$ cat config.mk
export PLATFORM = sky130hd
export DESIGN_NAME = systolic_pe_cfg
export DESIGN_NICKNAME = d
export VERILOG_FILES = /design/src/rtl/systolic_pe_cfg.sv
export SDC_FILE = /design/constraint.sdc
export NUM_CORES = 1
export LEC_CHECK = 0
export CAP_MARGIN = 15
export CORE_MARGIN = 5
export CORE_UTILIZATION = 40
export DETAILED_ROUTE_END_ITERATION = 6
export HOLD_SLACK_MARGIN = 0.08
export PLACE_DENSITY = 0.64
export SLEW_MARGIN = 40
export SYNTH_ARGS = -nofsm -noshare
export SYNTH_HDL_FRONTEND = slang
export SYNTH_SLANG_ARGS = --single-unit
$ cat constraint.sdc
create_clock -name clk -period 7.25 [get_ports clk]
set_input_delay 1.0875 -clock clk [delete_from_list [all_inputs] [get_ports clk]]
set_output_delay 1.0875 -clock clk [all_outputs]
set_load 0.05 [all_outputs]
$ cat src/rtl/systolic_pe_cfg.sv
// Parametrised pipelined MAC cell for the systolic array.
// Supports output-stationary (accumulate + drain) and weight-stationary (psum flows down) dataflows.
module systolic_pe_cfg #(
    parameter int unsigned DATA_W = 16,
    parameter int unsigned ACC_W  = 40,
    parameter int unsigned SIGNED = 1
) (
    input  logic              clk,
    input  logic              reset,
    input  logic              mode,
    input  logic [DATA_W-1:0] a_in,
    input  logic              a_valid_in,
    input  logic [DATA_W-1:0] b_in,
    input  logic              b_valid_in,
    input  logic              w_load,
    input  logic [ACC_W-1:0]  psum_in,
    input  logic              psum_valid_in,
    input  logic              acc_clear,
    input  logic              drain,
    output logic [DATA_W-1:0] a_out,
    output logic              a_valid_out,
    output logic [DATA_W-1:0] b_out,
    output logic              b_valid_out,
    output logic [ACC_W-1:0]  psum_out,
    output logic              psum_valid_out,
    output logic              ovf
);

    localparam int unsigned PROD_W = 2 * DATA_W;
    localparam logic [ACC_W-1:0] SMAX = {1'b0, {(ACC_W-1){1'b1}}};
    localparam logic [ACC_W-1:0] SMIN = {1'b1, {(ACC_W-1){1'b0}}};
    localparam logic [ACC_W-1:0] UMAX = '1;
    // Bits above the raw product; all-zero when ACC_W equals PROD_W.
    localparam logic [ACC_W-1:0] EXT_MASK = ~((ACC_W'(1) << PROD_W) - ACC_W'(1));

    typedef enum logic {W_EMPTY, W_READY} w_state_t;

    w_state_t          w_state;
    logic [DATA_W-1:0] w;
    logic [ACC_W-1:0]  acc;
    logic [ACC_W-1:0]  p;
    logic              p_v;

    logic [DATA_W-1:0] b_op;
    logic [PROD_W-1:0] a_ext;
    logic [PROD_W-1:0] b_ext;
    logic [PROD_W-1:0] prod;
    logic [ACC_W-1:0]  prod_ext;
    logic              p_v_next;

    // Stage 1: operand select, full-width product, extension to accumulator width.
    always_comb begin
        b_op  = mode ? w : b_in;
        a_ext = PROD_W'(a_in);
        b_ext = PROD_W'(b_op);
        if (SIGNED != 0) begin
            a_ext = {{DATA_W{a_in[DATA_W-1]}}, a_in};
            b_ext = {{DATA_W{b_op[DATA_W-1]}}, b_op};
        end
        prod     = a_ext * b_ext;
        prod_ext = ACC_W'(prod);
        if ((SIGNED != 0) && prod[PROD_W-1]) begin
            prod_ext = prod_ext | EXT_MASK;
        end
        p_v_next = a_valid_in & (mode ? (w_state == W_READY) : b_valid_in);
    end

    logic [ACC_W-1:0] base;
    logic [ACC_W-1:0] p_eff;
    logic [ACC_W-1:0] raw;
    logic             carry;
    logic [ACC_W-1:0] sum;
    logic             sum_sat;

    // Stage 2: one saturating adder shared by the OS accumulator and the WS psum path.
    always_comb begin
        p_eff = p_v ? p : '0;
        if (mode) begin
            base = psum_valid_in ? psum_in : '0;
        end else begin
            base = acc;
        end
        {carry, raw} = {1'b0, base} + {1'b0, p_eff};
        sum     = raw;
        sum_sat = 1'b0;
        if (SIGNED != 0) begin
            if ((base[ACC_W-1] == p_eff[ACC_W-1]) && (raw[ACC_W-1] != base[ACC_W-1])) begin
                sum_sat = 1'b1;
                sum     = base[ACC_W-1] ? SMIN : SMAX;
            end
        end else if (carry) begin
            sum_sat = 1'b1;
            sum     = UMAX;
        end
    end

    always_ff @(posedge clk or posedge reset) begin
        if (reset) begin
            a_out          <= '0;
            a_valid_out    <= 1'b0;
            b_out          <= '0;
            b_valid_out    <= 1'b0;
            psum_out       <= '0;
            psum_valid_out <= 1'b0;
            ovf            <= 1'b0;
            w_state        <= W_EMPTY;
            w              <= '0;
            acc            <= '0;
            p              <= '0;
            p_v            <= 1'b0;
        end else begin
            a_out       <= a_in;
            a_valid_out <= a_valid_in;
            b_out       <= b_in;
            b_valid_out <= b_valid_in;
            p           <= prod_ext;
            p_v         <= p_v_next;

            // Weight FSM: a reload in W_READY simply overwrites w.
            if (acc_clear) begin
                w_state <= W_EMPTY;
            end else if (mode && w_load && b_valid_in) begin
                w       <= b_in;
                w_state <= W_READY;
            end

            if (!mode) begin
                if (drain) begin
                    psum_out       <= sum;
                    psum_valid_out <= 1'b1;
                    acc            <= '0;
                end else begin
                    if (p_v) begin
                        acc <= sum;
                    end
                    psum_valid_out <= psum_valid_in;
                    if (psum_valid_in) begin
                        psum_out <= psum_in;
                    end
                end
                // Clear then add; a drained product was already consumed by the drain.
                if (acc_clear) begin
                    acc            <= drain ? '0 : p_eff;
                    psum_valid_out <= drain;
                end
            end else begin
                if (p_v) begin
                    psum_out <= sum;
                end
                psum_valid_out <= p_v & ~acc_clear;
                if (acc_clear) begin
                    acc <= '0;
                end
            end

            ovf <= acc_clear ? 1'b0 : (ovf | sum_sat);
        end
    end

endmodule

==> flow_metrics.tcl <==
set metrics [dict create \
    ys_async_sr_fraction 1.000 \
    critPathKind "in2reg" \
    die_h_um 226.7 \
    htreeDepth 4 \
    synth_edf_count 0 \
    post-place-ws_ns -0.4131 \
    end_kind "flip-flop" \
    crit_arrival_ns 7.32 \
    met1_length_mm 23.54 \
    clk_pin_slew_worst_paths_ns 0.07 \
    wl_met3_mm 3.544 \
    dpl-instance-area_um2 22070 \
    fmax_mhz 143.8 \
    layout-drive-gt1-share 0.09804 \
    syn_inst 2049 \
    synth_warnings 0 \
    hpwlAfterDp_mm 42.19 \
    yosys-top-cells-area "fa_1 (28%), dfrtp_1 (22%), ha_1 (8.1%), inv_1 (6.5%), nand2_1 (4.6%)" \
    track_usage 0.2080 \
    worstPathRequired_ns 7.61 \
    start_kind "input pin" \
    hold-path-cell-count 1 \
    rr_worst_depth 22 \
    routed.top_layer "met4" \
    ant_nets 0 \
    wirelength_mm 52.10 \
    fin_crit_sh 0.9594 \
    synth_top_flop_cell "dfrtp_1" \
    netlist-cell-type-count 61 \
    period_needed_ns 6.956 \
    initial_utilization 0.4035 \
    yosysTopAreaCellShare 0.2803 \
    stdcell_area_um2 22720 \
    overflow 0 \
    fin_skew_ns 0.01819 \
    clk_latency_ns 0.48 \
    grt_max_degree 88 \
    crit_path_max_fanout 12 \
    cts_root_buf "clkbuf_16" \
    setup_viol 0 \
    diodes 0 \
    hold_viol 0 \
    synth-seq-cells 166 \
    io_pins 157 \
    io_buffers 156 \
    synth_area_um2 18790 \
    wl_met2_mm 23.94 \
    gp_congestion 0.9472 \
    syn_area_per_cell_um2 9.169 \
    drtIter0Drc 999 \
    vias_per_cell 5.176 \
    cts_sinks 166 \
    cts_hold_buf 0 \
    route.detailed.drc 0 \
    wire_per_inst_um 17.95 \
    synth_top_area_cell "fa_1" \
    grt_pass1_wl_mm 84.62 \
    yosysSeqAreaShare 0.2211 \
    synth_most_common_cell "inv_1" \
    ys_top_cells_by_count "inv_1 (325), fa_1 (263), nand2_1 (229), dfrtp_1 (166), ha_1 (121)" \
    die_area_um2 51400 \
    area_growth_pct 20.92 \
    antenna_found_initial 0 \
    num-fill-cells 4392 \
    vias 15020 \
    tightest_slew_ns 0.8222 \
    maxCapViolations 0 \
    clockBufferDepth 2 \
    drt_pre_antenna_iters 5 \
    cts_inserted_buffers 17 \
    coreArea_um2 46560 \
    rsz0062_at_grt "false" \
    fin_ws_ns 0.2944 \
    die_w_um 226.7 \
    max_slew_margin 0.4502 \
    rows 79 \
    grt_pass1_vias 15980 \
    worst_hold_path_type "reg2reg" \
    nNetsFinal 2747 \
    whs_ns 0.4804 \
    status "complete, no violations" \
    final_util 0.4879 \
    synth_nets 2514 \
    maxSlewViolCount 0 \
    cts_tree "built" \
]
==> per-stage QoR <==
| stage | TNS [ns] | instances |
|---|---|---|
| after floorplan | -0.003246 | 2049 |
| after global placement | -1.331 | 2868 |
| after detailed placement | -2.740 | 2868 |
| after CTS | 0 | 2900 |
| after global routing | 0 | 2902 |
| final | 0 | 2902 |
==> final timing paths <==
| path | startpoint | endpoint | slack [ns] |
|---|---|---|---|
| hold reg to reg | psum_out[2] | psum_out[2] | 0.48 |
| max in group asynchronous | reset | acc[30] | 5.09 |
| setup reg to reg | w[3] | p[38] | 0.96 |
| min in group asynchronous | reset | b_out[8] | 1.03 |
| setup / recovery | mode | p[30] | 0.29 |
| hold / removal | psum_out[2] | psum_out[2] | 0.48 |
==> cells in the final DEF (no fill, tap or decap), drive strengths merged, types with 15 or more instances in the layout <==
| master | count |
|---|---|
| inv | 328 |
| fa | 263 |
| nand2 | 229 |
| dfrtp | 166 |
| clkdlybuf4s50 | 153 |
| o21ai | 146 |
| buf | 141 |
| ha | 121 |
| nor2 | 97 |
| a21oi | 95 |
| and2 | 93 |
| nor2b | 78 |
| xnor2 | 48 |
| a21o | 38 |
| a22oi | 30 |
| mux2 | 28 |
| xor2 | 19 |
| a2bb2oi | 19 |
| clkbuf | 19 |
| and3 | 16 |
| nand2b | 16 |
| o21a | 15 |
==> final cells by class <==
class | instances | area (um2) | share of cell area
multi-input cells | 1475 | 13150 | 0.5789
flip-flops and latches | 166 | 4154 | 0.1829
repair buffers | 297 | 2818 | 0.1240
inverters | 325 | 1232 | 0.05425
well taps | 607 | 759.5 | 0.03343
clock buffers | 18 | 429.2 | 0.01889
clock inverters | 14 | 173.9 | 0.007656
==> layer usage <==
layer,up-vias,global-route usage
li1,7020,-
met3,78,0.04868
met1,7436,0.2868
met2,486,0.3316
met5,-,0
met4,0,0.05686
==> cell families (layout without fill, tap and decap cells) <==
group,Yosys count,after routing,share of synthesized area
simple gates,583,583,0.1505
mux,36,37,0.02098
buf+inv,409,654,0.08198
xor+xnor,67,67,0.03124
flops,166,166,0.2211
fa+ha+maj,384,384,0.3608
compound gates,404,404,0.1334
==> sequential cells by signal, summed over array words and instances, names as in the netlist, 16 cells and up <==
signal	flops
psum_out	40
w	16
b_out	16
acc	40
p	32
a_out	16
==> worst max-delay path: stages <==
cell       delay [ns]
buf_2            0.23
buf_6            0.20
mux2i_2          0.29
buf_12           0.18
nor2b_1          0.07
fa_1             0.54
inv_1            0.05
fa_1             0.47
fa_1             0.54
inv_1            0.06
fa_1             0.51
fa_1             0.49
inv_1            0.05
fa_1             0.47
inv_1            0.04
ha_1             0.20
or3_1            0.32
o211ai_1         0.12
a2bb2oi_1        0.32
o221ai_1         0.22
or3_1            0.37
a21o_1           0.18
nand2_1          0.06
o21ai_1          0.07
xor2_1           0.14
==> what timing repair did <==
item,CTS,global route
gates resized for setup,0,7
setup endpoints to repair,0,6
setup buffers,0,1
Power is not shown: default switching activity piles up to over one toggle a cycle in this logic, so the estimate is an artifact.
